## config.mk

```make
export PLATFORM = sky130hd
export DESIGN_NAME = mpi_rendezvous_tx
export DESIGN_NICKNAME = d
export VERILOG_FILES = /design/src/rtl/mpi_rendezvous_tx.sv
export SDC_FILE = /design/constraint.sdc
export NUM_CORES = 1
export LEC_CHECK = 0
export ABC_AREA = 0
export BUFFER_PORTS_ARGS = -buffer_cell sky130_fd_sc_hd__buf_2
export CORE_ASPECT_RATIO = 1.5
export CORE_MARGIN = 5
export CORE_UTILIZATION = 40
export DETAILED_ROUTE_END_ITERATION = 12
export PLACE_DENSITY = 0.76
export SETUP_SLACK_MARGIN = 0.05
export SLEW_MARGIN = 10
export SYNTH_ARGS = -nofsm -noshare
export SYNTH_HDL_FRONTEND = slang
export SYNTH_SLANG_ARGS = --single-unit
```

## constraint.sdc

```tcl
create_clock -name clk -period 2.7 [get_ports clk]
set_input_delay 0.135 -clock clk [delete_from_list [all_inputs] [get_ports clk]]
set_output_delay 0.135 -clock clk [all_outputs]
set_load 0.01 [all_outputs]
```

## src/rtl/mpi_rendezvous_tx.sv

```systemverilog
// MPI rendezvous sender: envelope, wait for CTS, data header plus payload,
// wait for DONE or error, then report a single completion pulse.
module mpi_rendezvous_tx #(
  parameter int DATA_WIDTH     = 64,
  parameter int TIMEOUT_CYCLES = 65535
) (
  input  logic                    clk,
  input  logic                    aresetn,
  input  logic                    req_valid,
  output logic                    req_ready,
  input  logic [15:0]             req_dst_rank,
  input  logic [7:0]              req_src_rank,
  input  logic [15:0]             req_size,
  input  logic [7:0]              req_tag,
  input  logic [DATA_WIDTH-1:0]   data_in_data,
  input  logic [DATA_WIDTH/8-1:0] data_in_keep,
  input  logic                    data_in_valid,
  output logic                    data_in_ready,
  output logic [DATA_WIDTH-1:0]   stream_out_data,
  output logic [DATA_WIDTH/8-1:0] stream_out_keep,
  output logic                    stream_out_last,
  output logic                    stream_out_valid,
  input  logic                    stream_out_ready,
  input  logic [DATA_WIDTH-1:0]   stream_in_data,
  input  logic [DATA_WIDTH/8-1:0] stream_in_keep,
  input  logic                    stream_in_last,
  input  logic                    stream_in_valid,
  output logic                    stream_in_ready,
  output logic                    done_valid,
  output logic                    done_error
);

  localparam int BYTES = DATA_WIDTH / 8;
  localparam int BSH   = $clog2(BYTES);
  localparam int TW    = (TIMEOUT_CYCLES < 2) ? 1 : $clog2(TIMEOUT_CYCLES);

  localparam logic [7:0] T_ENV  = 8'd0;
  localparam logic [7:0] T_CTS  = 8'd1;
  localparam logic [7:0] T_DATA = 8'd2;
  localparam logic [7:0] T_ERR  = 8'd4;
  localparam logic [7:0] T_DONE = 8'd5;

  typedef enum logic [2:0] {
    S_IDLE,
    S_SEND_ENV,
    S_WAIT_CTS,
    S_SEND_DHDR,
    S_SEND_DATA,
    S_WAIT_DONE,
    S_REPORT
  } state_t;

  state_t        r_state;
  logic [15:0]   r_dst;
  logic [7:0]    r_src;
  logic [15:0]   r_size;
  logic [7:0]    r_tag;
  logic [15:0]   r_beats;
  logic [TW-1:0] r_tmo;
  logic          r_first;
  logic          r_err;
  logic          r_live;

  logic [7:0]       w_type;
  logic [63:0]      w_hdr;
  logic             w_in_fire;
  logic             w_out_fire;
  logic             w_addr_ok;
  logic             w_eval;
  logic [7:0]       w_in_type;
  logic             w_cts;
  logic             w_done_ok;
  logic             w_done_bad;
  logic             w_expired;
  logic             w_last_beat;
  logic [BSH-1:0]   w_rem;
  logic [BYTES-1:0] w_mask;
  logic [16:0]      w_ceil;
  logic [16:0]      w_shift;
  logic [15:0]      w_beats;
  logic             w_unused;

  assign w_type = (r_state == S_SEND_DHDR) ? T_DATA : T_ENV;
  assign w_hdr  = {8'd1, r_tag, r_size, w_type, r_src, r_dst};

  assign w_in_fire  = stream_in_valid & stream_in_ready;
  assign w_out_fire = stream_out_valid & stream_out_ready;

  // Only the first beat of a packet is inspected; the rest is drained.
  assign w_in_type = stream_in_data[31:24];
  assign w_addr_ok = (stream_in_data[23:16] == r_dst[7:0]) &&
                     (stream_in_data[15:0] == {8'd0, r_src});
  assign w_eval    = w_in_fire & r_first & w_addr_ok;

  assign w_cts      = w_eval && (r_state == S_WAIT_CTS) &&
                      (w_in_type == T_CTS);
  assign w_done_ok  = w_eval && (r_state == S_WAIT_DONE) &&
                      (w_in_type == T_DONE);
  assign w_done_bad = w_eval && (r_state == S_WAIT_DONE) &&
                      (w_in_type == T_ERR);

  assign w_expired   = (r_tmo == TW'(TIMEOUT_CYCLES - 1));
  assign w_last_beat = (r_beats == 16'd1);

  assign w_rem   = r_size[BSH-1:0];
  assign w_ceil  = {1'b0, r_size} + 17'(BYTES - 1);
  assign w_shift = w_ceil >> BSH;
  assign w_beats = w_shift[15:0];

  always_comb begin
    w_mask = '0;
    for (int i = 0; i < BYTES; i++)
      w_mask[i] = (w_rem == '0) || (i < int'(w_rem));
  end

  assign w_unused = ^{stream_in_keep, w_shift[16],
                      stream_in_data[DATA_WIDTH-1:32]};

  assign req_ready       = (r_state == S_IDLE) && r_live;
  assign stream_in_ready = (r_state == S_WAIT_CTS) ||
                           (r_state == S_WAIT_DONE);
  assign done_valid      = (r_state == S_REPORT);
  assign done_error      = (r_state == S_REPORT) && r_err;

  always_comb begin
    stream_out_valid = 1'b0;
    stream_out_data  = '0;
    stream_out_keep  = '0;
    stream_out_last  = 1'b0;
    data_in_ready    = 1'b0;
    case (r_state)
      S_SEND_ENV: begin
        stream_out_valid       = 1'b1;
        stream_out_data[63:0]  = w_hdr;
        stream_out_keep        = '1;
        stream_out_last        = 1'b1;
      end
      S_SEND_DHDR: begin
        stream_out_valid       = 1'b1;
        stream_out_data[63:0]  = w_hdr;
        stream_out_keep        = '1;
        stream_out_last        = (r_size == 16'd0);
      end
      S_SEND_DATA: begin
        stream_out_valid = data_in_valid;
        stream_out_data  = data_in_data;
        stream_out_keep  = w_last_beat ? w_mask : data_in_keep;
        stream_out_last  = w_last_beat;
        data_in_ready    = stream_out_ready;
      end
      default: ;
    endcase
  end

  always_ff @(posedge clk or negedge aresetn) begin
    if (!aresetn) begin
      r_state <= S_IDLE;
      r_dst   <= '0;
      r_src   <= '0;
      r_size  <= '0;
      r_tag   <= '0;
      r_beats <= '0;
      r_tmo   <= '0;
      r_first <= 1'b1;
      r_err   <= 1'b0;
      r_live  <= 1'b0;
    end else begin
      r_live <= 1'b1;
      if (w_in_fire)
        r_first <= stream_in_last;
      case (r_state)
        S_IDLE: begin
          if (req_valid && req_ready) begin
            r_dst   <= req_dst_rank;
            r_src   <= req_src_rank;
            r_size  <= req_size;
            r_tag   <= req_tag;
            r_err   <= 1'b0;
            r_state <= S_SEND_ENV;
          end
        end
        S_SEND_ENV: begin
          if (w_out_fire) begin
            r_tmo   <= '0;
            r_state <= S_WAIT_CTS;
          end
        end
        S_WAIT_CTS: begin
          if (w_cts) begin
            r_state <= S_SEND_DHDR;
          end else if (w_expired) begin
            r_err   <= 1'b1;
            r_state <= S_REPORT;
          end else begin
            r_tmo <= r_tmo + 1'b1;
          end
        end
        S_SEND_DHDR: begin
          if (w_out_fire) begin
            if (r_size == 16'd0) begin
              r_tmo   <= '0;
              r_state <= S_WAIT_DONE;
            end else begin
              r_beats <= w_beats;
              r_state <= S_SEND_DATA;
            end
          end
        end
        S_SEND_DATA: begin
          if (w_out_fire) begin
            r_beats <= r_beats - 16'd1;
            if (w_last_beat) begin
              r_tmo   <= '0;
              r_state <= S_WAIT_DONE;
            end
          end
        end
        S_WAIT_DONE: begin
          if (w_done_ok) begin
            r_err   <= 1'b0;
            r_state <= S_REPORT;
          end else if (w_done_bad || w_expired) begin
            r_err   <= 1'b1;
            r_state <= S_REPORT;
          end else begin
            r_tmo <= r_tmo + 1'b1;
          end
        end
        S_REPORT: r_state <= S_IDLE;
        default:  r_state <= S_IDLE;
      endcase
    end
  end

endmodule

```

Word level (Yosys, flattened, before mapping) --
Index checks and enable logic that the tools add are counted. W data, S select, Z words.
Word-level totals: input bits 199, bits in writable memories 0, ROM bits 0, memories 0, flip-flop bits (word level) 86, bits in latches 0, word-level logic and storage cells 119, output and inout port bits 79
Operators by class: shift operators 0, add/sub/neg operators 3, $mul 0, magnitude comparators 7, divide/modulo/power cells 0, muxes and demuxes 38, bitwise gates (word level) 4, equality and inequality tests 27, reductions and logical operators 30
Operators with widths (number):
- $mux W16 | 12
- $pmux W64 S2 | 1
- $pmux W16 S5 | 1
- $pmux W16 S2 | 1
- $mux W3 | 9
- $ne A2 B2 Y1 const B | 10
- $pmux W3 S6 | 1
- $add A16 B3 Y17 const B | 1
- $add A16 B1 Y16 const B | 1
- $eq A16 B1 Y1 const B | 1
- $eq A16 B16 Y1 const B | 1
- $eq A16 B8 Y1 | 1
- $eq A8 B3 Y1 const B | 2
- $logic_not A16 Y1 | 1
- $pmux W8 S2 | 1
- $sub A16 B1 Y16 const B | 1
- $reduce_and A10 Y1 | 1
- $eq A3 B3 Y1 const B | 3
- $logic_and A1 B1 Y1 | 9
- $logic_or A1 B1 Y1 | 9
- $lt A3 B3 Y1 const A | 3
- $eq A8 B1 Y1 const B | 1
- $eq A8 B8 Y1 | 1
- $mux W8 | 1
- other kinds (21) | 36

Longest topological paths before layout --
Gate-level depths: netlist (run 1).
depth after elaboration 11, depth in mapped cells 11, mapped depth without buffers 9

Worst setup path after synthesis (run 1) --
Ideal clock, no wire load.
path type register -> register, start point reg r_beats[7], end point reg r_tmo[14], setup time 118 ps, arrival time 2196 ps, cell stages (with the launch flop) 10, path buffers 2, required time 2582 ps, setup slack 386 ps, period minus slack after synthesis 2314 ps, cell sequence dfrtp_1 > nor4_4 > nand2_2 > nor2_4 > a21oi_1 > or3_4 > or2_1 > buf_6 > buf_6 > a21o_1
Between the ends: cells in the longest elaborated chain, start to end 3
Ends and longest elaborated chain:
- start, declared | RTL line 58 | logic [15:0] r_beats;
- start signal, assigned | RTL line 204 | r_beats <= w_beats;
- start signal, assigned | RTL line 211 | r_beats <= r_beats - 16'd1;
- $eq A16 B1 Y1 | RTL line 103 | assign w_last_beat = (r_beats == 16'd1);
- $ne A2 B2 Y1 (no line)
- $reduce_and A10 Y1 (no line)
- end signal, assigned | RTL line 195 | r_tmo <= r_tmo + 1'b1;
- end signal, assigned | RTL line 226 | r_tmo <= r_tmo + 1'b1;
- end, declared | RTL line 59 | logic [TW-1:0] r_tmo;
No other way between the ends. A chain may end at the register's enable or synchronous reset.

Worst setup path after layout (run 1) --
start point reg r_tmo[1], end point reg r_tmo[6]
Between the ends: cells in the longest elaborated chain, start to end 4, elaborated cells between the ends (all ways) 11, those cells by class add/sub (1); eq/ne (3); mux (5); reduce/logical (2)
Ends and longest elaborated chain:
- $add A16 B1 Y16 or $eq A16 B16 Y1 (tied branches) | RTL line 195, 226, 102
- $mux W16 (tied with other cells) | RTL line 222 | end else if (w_done_bad || w_expired) begin
- $mux W16 (tied with other cells) | RTL line 219 | if (w_done_ok) begin
- $pmux W16 S5 or $reduce_and A10 Y1 (tied branches)
Parallel ways exist; a longest one is shown, timed or not. The select of a mux whose other input is x is not followed.

==> results of run 1 <==
## logic make-up (layout without fill, tap and decap cells)
kind of cell / after synthesis / in the layout / synth area share [%]
and+or+nand+nor: 188 / 188 / 18.97
AOI/OAI and AO/OA: 168 / 168 / 21.78
DFF: 86 / 86 / 39.37
buffers and inverters: 55 / 302 / 4.164
muxes: 49 / 49 / 10.09
xor gates and xnor gates: 29 / 29 / 4.644
adders and majority gates: 4 / 4 / 0.9152
other: 1 / 1 / 0.06857
## cell usage in the layout, fill, tap and decap left out, types with 4 or more instances in the layout
cell type   instances
nand2_1            41
clkinvlp_4          4
mux2_2             49
dfrtp_1            85
o31ai_1             8
nor3_1             12
nor4_1             10
and3_1             24
nand2b_1            5
buf_2             236
a21oi_1            31
nor2_1             27
clkbuf_16           9
buf_4              35
nand4_1            11
a22o_1             48
inv_1              10
xor2_1              8
o22a_1              9
o21ai_0            40
xnor2_1            21
a21o_1              5
ha_1                4
nand3_1            20
## metrics by stage
| stage | setup WS [ns] | utilization, % | instance area [sq um] | total power [mW] | hold slack (ns) |
|---|---|---|---|---|---|
| detailed placement | 0.1467 | 51.77 | 6972 | 1.489 | 0.1329 |
| floorplan | 0.3864 | - | 5469 | 1.339 | -0.1606 |
| global route | 0.09961 | 54.04 | 7278 | 2.766 | 0.01235 |
| CTS | 0.1287 | 53.93 | 7263 | 2.687 | 0.01171 |
| finish | 0.2450 | 54.04 | 7278 | 2.661 | 0.01934 |
| global placement | 0.1807 | 51.77 | 6972 | 1.486 | 0.1316 |
## path summary, 6_finish.rpt
kind	to	slack, ns	cells past startpoint
worst min-delay path	r_dst[10]$_DFFE_PN0P_	0.02	2
min in group asynchronous	r_tmo[12]$_DFFE_PN0P_	0.32	2
worst max register to register	r_tmo[6]$_DFFE_PN0P_	0.25	8
max in group asynchronous	r_src[0]$_DFFE_PN0P_	1.70	3
worst min register to register	r_dst[10]$_DFFE_PN0P_	0.51	1
worst max-delay path	r_tmo[6]$_DFFE_PN0P_	0.25	8
## synthesized netlist by cell type, types with 8 or more instances
library cell | count | share of area, %
mux2_2 | 49 | 10
dfrtp_1 | 85 | 39
clkbuf_1 | 28 | 1.9
and3_1 | 24 | 2.7
nor3_1 | 12 | 1.1
nor4_1 | 10 | 1.1
nor2_1 | 28 | 1.9
xor2_1 | 8 | 1.3
o31ai_1 | 8 | 1.1
nand2_1 | 42 | 2.9
o22a_1 | 9 | 1.4
nand3_1 | 20 | 1.8
nand4_1 | 11 | 1.3
o21ai_0 | 40 | 3.7
xnor2_1 | 21 | 3.4
inv_1 | 10 | 0.69
a21oi_1 | 31 | 2.8
a22o_1 | 48 | 7.7
buf_1 | 8 | 0.55
## cell type report
| cell class | instances | area [sq um] | area share (%) |
|---|---|---|---|
| Multi-Input combinational cell | 439 | 3110 | 42.74 |
| Timing Repair Buffer | 274 | 1485 | 20.41 |
| Clock inverter | 7 | 56.30 | 0.7736 |
| Tap cell | 162 | 202.7 | 2.785 |
| Clock buffer | 9 | 225.2 | 3.094 |
| Sequential cell | 86 | 2153 | 29.59 |
| Inverter | 12 | 45.04 | 0.6189 |
## metal layers
| layer | track usage (%) | wire length [um] |
|---|---|---|
| met4 | 7.692 | 468 |
| met3 | 4.430 | 1175 |
| met5 | 0 | 0 |
| met1 | 26.07 | 6961 |
| met2 | 37.29 | 8930 |
## sequential cells by signal (all words and copies together) (netlist names)
register  flops
r_first       1
r_size       16
r_dst        16
r_state       3
r_tmo        16
r_tag         8
r_src         8
r_live        1
r_err         1
r_beats      16
## report_power, final
part / switching [mW] / total [mW] / internal (mW)
clock network: 0.565 / 1.20 / 0.634
registers: 0.000852 / 1.29 / 1.29
logic: 0.0726 / 0.171 / 0.0981
total: 0.638 / 2.66 / 2.02
## repair_timing
item / in CTS / in global routing
setup endpoints to repair: 0 / 23
hold buffers: 1 / 0
gates resized for setup: 0 / 4
endpoints found under the hold margin: 36 / 0
==> results_dict.tcl, run 1 <==
set metrics [dict create \
    hold_viol 0 \
    final_cells 989 \
    drv_slew 0 \
    io_pins 278 \
    drt_iter0_drc 284 \
    yosys_register_bits 86 \
    p_leak_nw 3.786 \
    synth_ff_type "dfrtp_1" \
    fmax_mhz 407.3 \
    grt-ovfl-total 0 \
    core_sq_um 13470 \
    end_kind "register" \
    viasPerCell 5.600 \
    rows 52 \
    clk-insertion-delay-late_ns 0.34 \
    nets 1025 \
    clockRootBuffer "clkbuf_16" \
    yosys_warnings 0 \
    cpPeakStageDelay_ns 0.62 \
    postSynthAreaPerCell_sq_um 9.429 \
    fp.dieH_um 153.2 \
    h-tree-depth 3 \
    path_clk_slew_ns 0.07 \
    route.antenna.remaining_nets 0 \
    final.period_utilization_pct 90.93 \
    port_buffers 237 \
    track_usage_pct 21.46 \
    async_flop_share_pct 100.0 \
    slowest_stage "or4_4" \
    relSlewSlack_pct 60.02 \
    cts_num_sinks 86 \
    vias 5538 \
    path_cells "ha_1 -> nand4_1 -> or4_4 -> a221oi_1 -> or3_4 -> or2_1 -> buf_12 -> a2bb2oi_1" \
    wl_per_cell_um 17.73 \
    setup_viol 0 \
    cts_buffers 9 \
    postCtsSetupBuffers 0 \
    synthesis.nets 783 \
    dp_cells 972 \
    crit_buf_inv 1 \
    cts_tree "done" \
    layout-drive-gt1-share_pct 43.65 \
    drt_pass1_iterations 5 \
    hpwl_um 13560 \
    cp.arrival_ns 2.72 \
    r2r_start "r_tmo[1]$_DFFE_PN0P_" \
    power.density_nw_per_um2 365.6 \
    grt_pass1_wl_um 28230 \
    worstHoldStart "req_dst_rank[10]" \
    syn_to_final_growth_pct 33.08 \
    critPathLaunchType "register" \
    grt_max_degree 78 \
    clockBufferDepth 2 \
    die_w_um 105.5 \
    die_area_sq_um 16160 \
    min_path_type "input port to register" \
    synth_cells 580 \
    gp_congestion 0.8666 \
    fillerInstances 1235 \
    synth_edf_count 0 \
    routed_wl_um 17540 \
    antenna_found_initial 0 \
    ir_drop_uv 278.7 \
    maxCapViolCount 0 \
    worstMarginPinSlew_ns 0.5997 \
    status "finished, final reports clean" \
    yosysSeqAreaShare_pct 39.37 \
    rsz0062_at_grt "no" \
    crit_type "register to register" \
    crit_family "simple AND/OR/NAND/NOR gates" \
    start_util_pct 40.61 \
    route.detailed.drc 0 \
    setup_tns_ns 0 \
    cp-startpoint "r_tmo[1]$_DFFE_PN0P_" \
    antenna_cells 0 \
    syn_area_sq_um 5469 \
    synth_cell_types 62 \
    grt_pass1_vias 5719 \
    period_minus_slack_ns 2.455 \
    finClkSkew_ns 0.007367 \
    cp_max_fo 14 \
    cp.required_ns 2.97 \
]
Power figures use the tool's default switching activity.
==> run 2, diff against run 1 <==
Settings changed: CELL_PAD_IN_SITES_DETAIL_PLACEMENT set to 2, CELL_PAD_IN_SITES_GLOBAL_PLACEMENT set to 2, CORE_UTILIZATION 40 to 26, PLACE_DENSITY 0.76 to 0.85.
==> run 2 against run 1 <==
Compared with the run above:
- maximum frequency fell by 3.8%
- global-route usage fell by 2.1 points
- setup slack got worse by 0.097 ns
- register-to-register slack got worse by 0.097 ns
- final cell count rose by 13%
- routed wire length rose by 34%
- non-clock buffer count rose by 26
- largest power group is now clock
- flip-flop and latch count did not move
- worst hold slack got worse by 0.0019 ns
- critical endpoint is now r_tmo[13]$_DFFE_PN0P_
- sequential share of layout area fell by 1.6 points
==> results_dict.tcl, run 2 (synthesized netlist as in run 1, its figures left out) <==
set metrics [dict create \
    cts_tree "done" \
    r2r_start "r_size[12]$_DFFE_PN0P_" \
    cp-startpoint "r_size[12]$_DFFE_PN0P_" \
    drt_iter0_drc 181 \
    clockRootBuffer "clkbuf_16" \
    grt_pass1_vias 6708 \
    wl_per_cell_um 20.89 \
    maxCapViolCount 0 \
    clk-insertion-delay-late_ns 0.35 \
    finish.utilization_pct 36.83 \
    final_common_cell "buf_2" \
    mostFrequentLayoutCells "236 x buf_2, 85 x dfrtp_1, 49 x mux2_2" \
    fin_area_sq_um 7697 \
    cp.required_ns 2.94 \
    power.density_nw_per_um2 372.5 \
    rows 65 \
    die_area_sq_um 24100 \
    start_util_pct 26.17 \
    port_buffers 237 \
    r2r-end "r_tmo[13]$_DFFE_PN0P_" \
    route.detailed.drc 0 \
    antenna_found_initial 3 \
    io_pins 278 \
    fp.dieH_um 187.6 \
    gp_congestion 0.7716 \
    path_clk_slew_ns 0.07 \
    die_w_um 128.4 \
    fmax_mhz 391.8 \
    cp.arrival_ns 2.79 \
    drt_pass1_iterations 4 \
    layout-drive-gt1-share_pct 43.38 \
    finClkSkew_ns 0.01271 \
    worstMarginPinSlew_ns 0.7285 \
    route.antenna.remaining_nets 0 \
    relSlewSlack_pct 51.06 \
    grt_max_degree 78 \
    ir_drop_uv 208.0 \
    grt_pass1_wl_um 36680 \
    status "finished, final reports clean" \
    end_kind "register" \
    cp_max_fo 14 \
    core_sq_um 20900 \
    final.period_utilization_pct 94.53 \
    viasPerCell 5.194 \
    setup_tns_ns 0 \
    dpl_cell_area_sq_um 7199 \
    postCtsSetupBuffers 0 \
    routed_wl_um 23430 \
    hold_viol 0 \
    min_path_type "input port to register" \
    drv_slew 0 \
    track_usage_pct 19.32 \
    cts_buffers 9 \
    cpPeakStageDelay_ns 0.51 \
    grt-ovfl-total 0 \
    vias 5828 \
    clockBufferDepth 2 \
    h-tree-depth 3 \
    syn_to_final_growth_pct 40.75 \
    setup_viol 0 \
    hpwl_um 18140 \
    cts_num_sinks 86 \
    slowest_stage "or4_1" \
    cp-endpoint "r_tmo[13]$_DFFE_PN0P_" \
    p_leak_nw 3.933 \
    regToRegSetupSlack_ns 0.15 \
    nets 1051 \
    critPathLaunchType "register" \
    period_minus_slack_ns 2.552 \
    rr_worst_depth 8 \
    crit_type "register to register" \
    rsz0062_at_grt "no" \
    path_cells "or4_1 -> nor3_1 -> nand4b_1 -> nor2_1 -> a311oi_2 -> or2_1 -> buf_12 -> a211o_1" \
]
## run 2: how the worst min path moves through the flow
| stage | start | end | slack (ns) | cells past startpoint |
|---|---|---|---|---|
| 2_1_floorplan | aresetn | r_beats[0]$_DFFE_PN0P_ | -0.16 | 0 |
| 3_3_place_gp | aresetn | r_err$_DFFE_PN0P_ | 0.18 | 1 |
| 3_5_place_dp | aresetn | r_src[0]$_DFFE_PN0P_ | 0.20 | 1 |
| 4_1_cts | req_dst_rank[12] | r_dst[12]$_DFFE_PN0P_ | 0.002 | 2 |
| 5_1_grt | req_size[5] | r_size[5]$_DFFE_PN0P_ | -0.0000006 | 2 |
| 6_report | req_size[4] | r_size[4]$_DFFE_PN0P_ | 0.02 | 2 |
## run 2: power breakdown
part	total (mW)	internal (mW)	switching [mW]
Clock	1.38	0.815	0.566
Combinational	0.194	0.113	0.0819
Sequential	1.29	1.29	0.000974
Total	2.87	2.22	0.649
## run 2: area by class of cell
type | count | area (sq um)
Multi-Input combinational cell | 439 | 3114
Timing Repair Buffer | 300 | 1727
Fill cell | 2377 | 13200
Sequential cell | 86 | 2153
Inverter | 12 | 45.04
Tap cell | 268 | 335.3
Clock buffer | 9 | 225.2
Clock inverter | 7 | 95.09
Antenna cell | 1 | 2.502
## run 2: what timing repair did
| item | 4_1_cts | 5_1_grt |
|---|---|---|
| pin swaps | 0 | 0 |
| gates cloned | 0 | 0 |
| setup endpoints to repair | 1 | 2 |
| resized for setup | 1 | 1 |
| endpoints found under the hold margin | 55 | 0 |
| hold buffers | 16 | 0 |
## run 2: stage by stage
step / hold slack, ns / setup slack [ns] / cells / power (mW)
2_1_floorplan: -0.1606 / 0.3864 / 580 / 1.339
3_5_place_dp: 0.1957 / 0.07960 / 1089 / 1.497
4_1_cts: 0.001563 / 0.1474 / 1121 / 2.921
5_1_grt: -0.0000005551 / 0.07616 / 1122 / 2.985
3_3_place_gp: 0.1817 / 0.1902 / 1089 / 1.488
6_report: 0.01746 / 0.1476 / 1122 / 2.867
## run 2: per-layer routing
layer	GRT usage [%]	vias to the layer above	part of all wire (%)
met4	8.456	4	3.1
met1	19.81	2928	36
met2	37.25	161	57
met5	0	-	0.12
li1	-	2694	-
met3	3.249	41	4.4
## run 2: worst max-delay path, delay by kind of cell, from the launching register on
kind,cells,cell delay [ns]
AO/OA/AOI/OAI,2,0.35
buffers and inverters,1,0.16
flip-flops,1,0.40
AND/OR/NAND/NOR,5,1.53
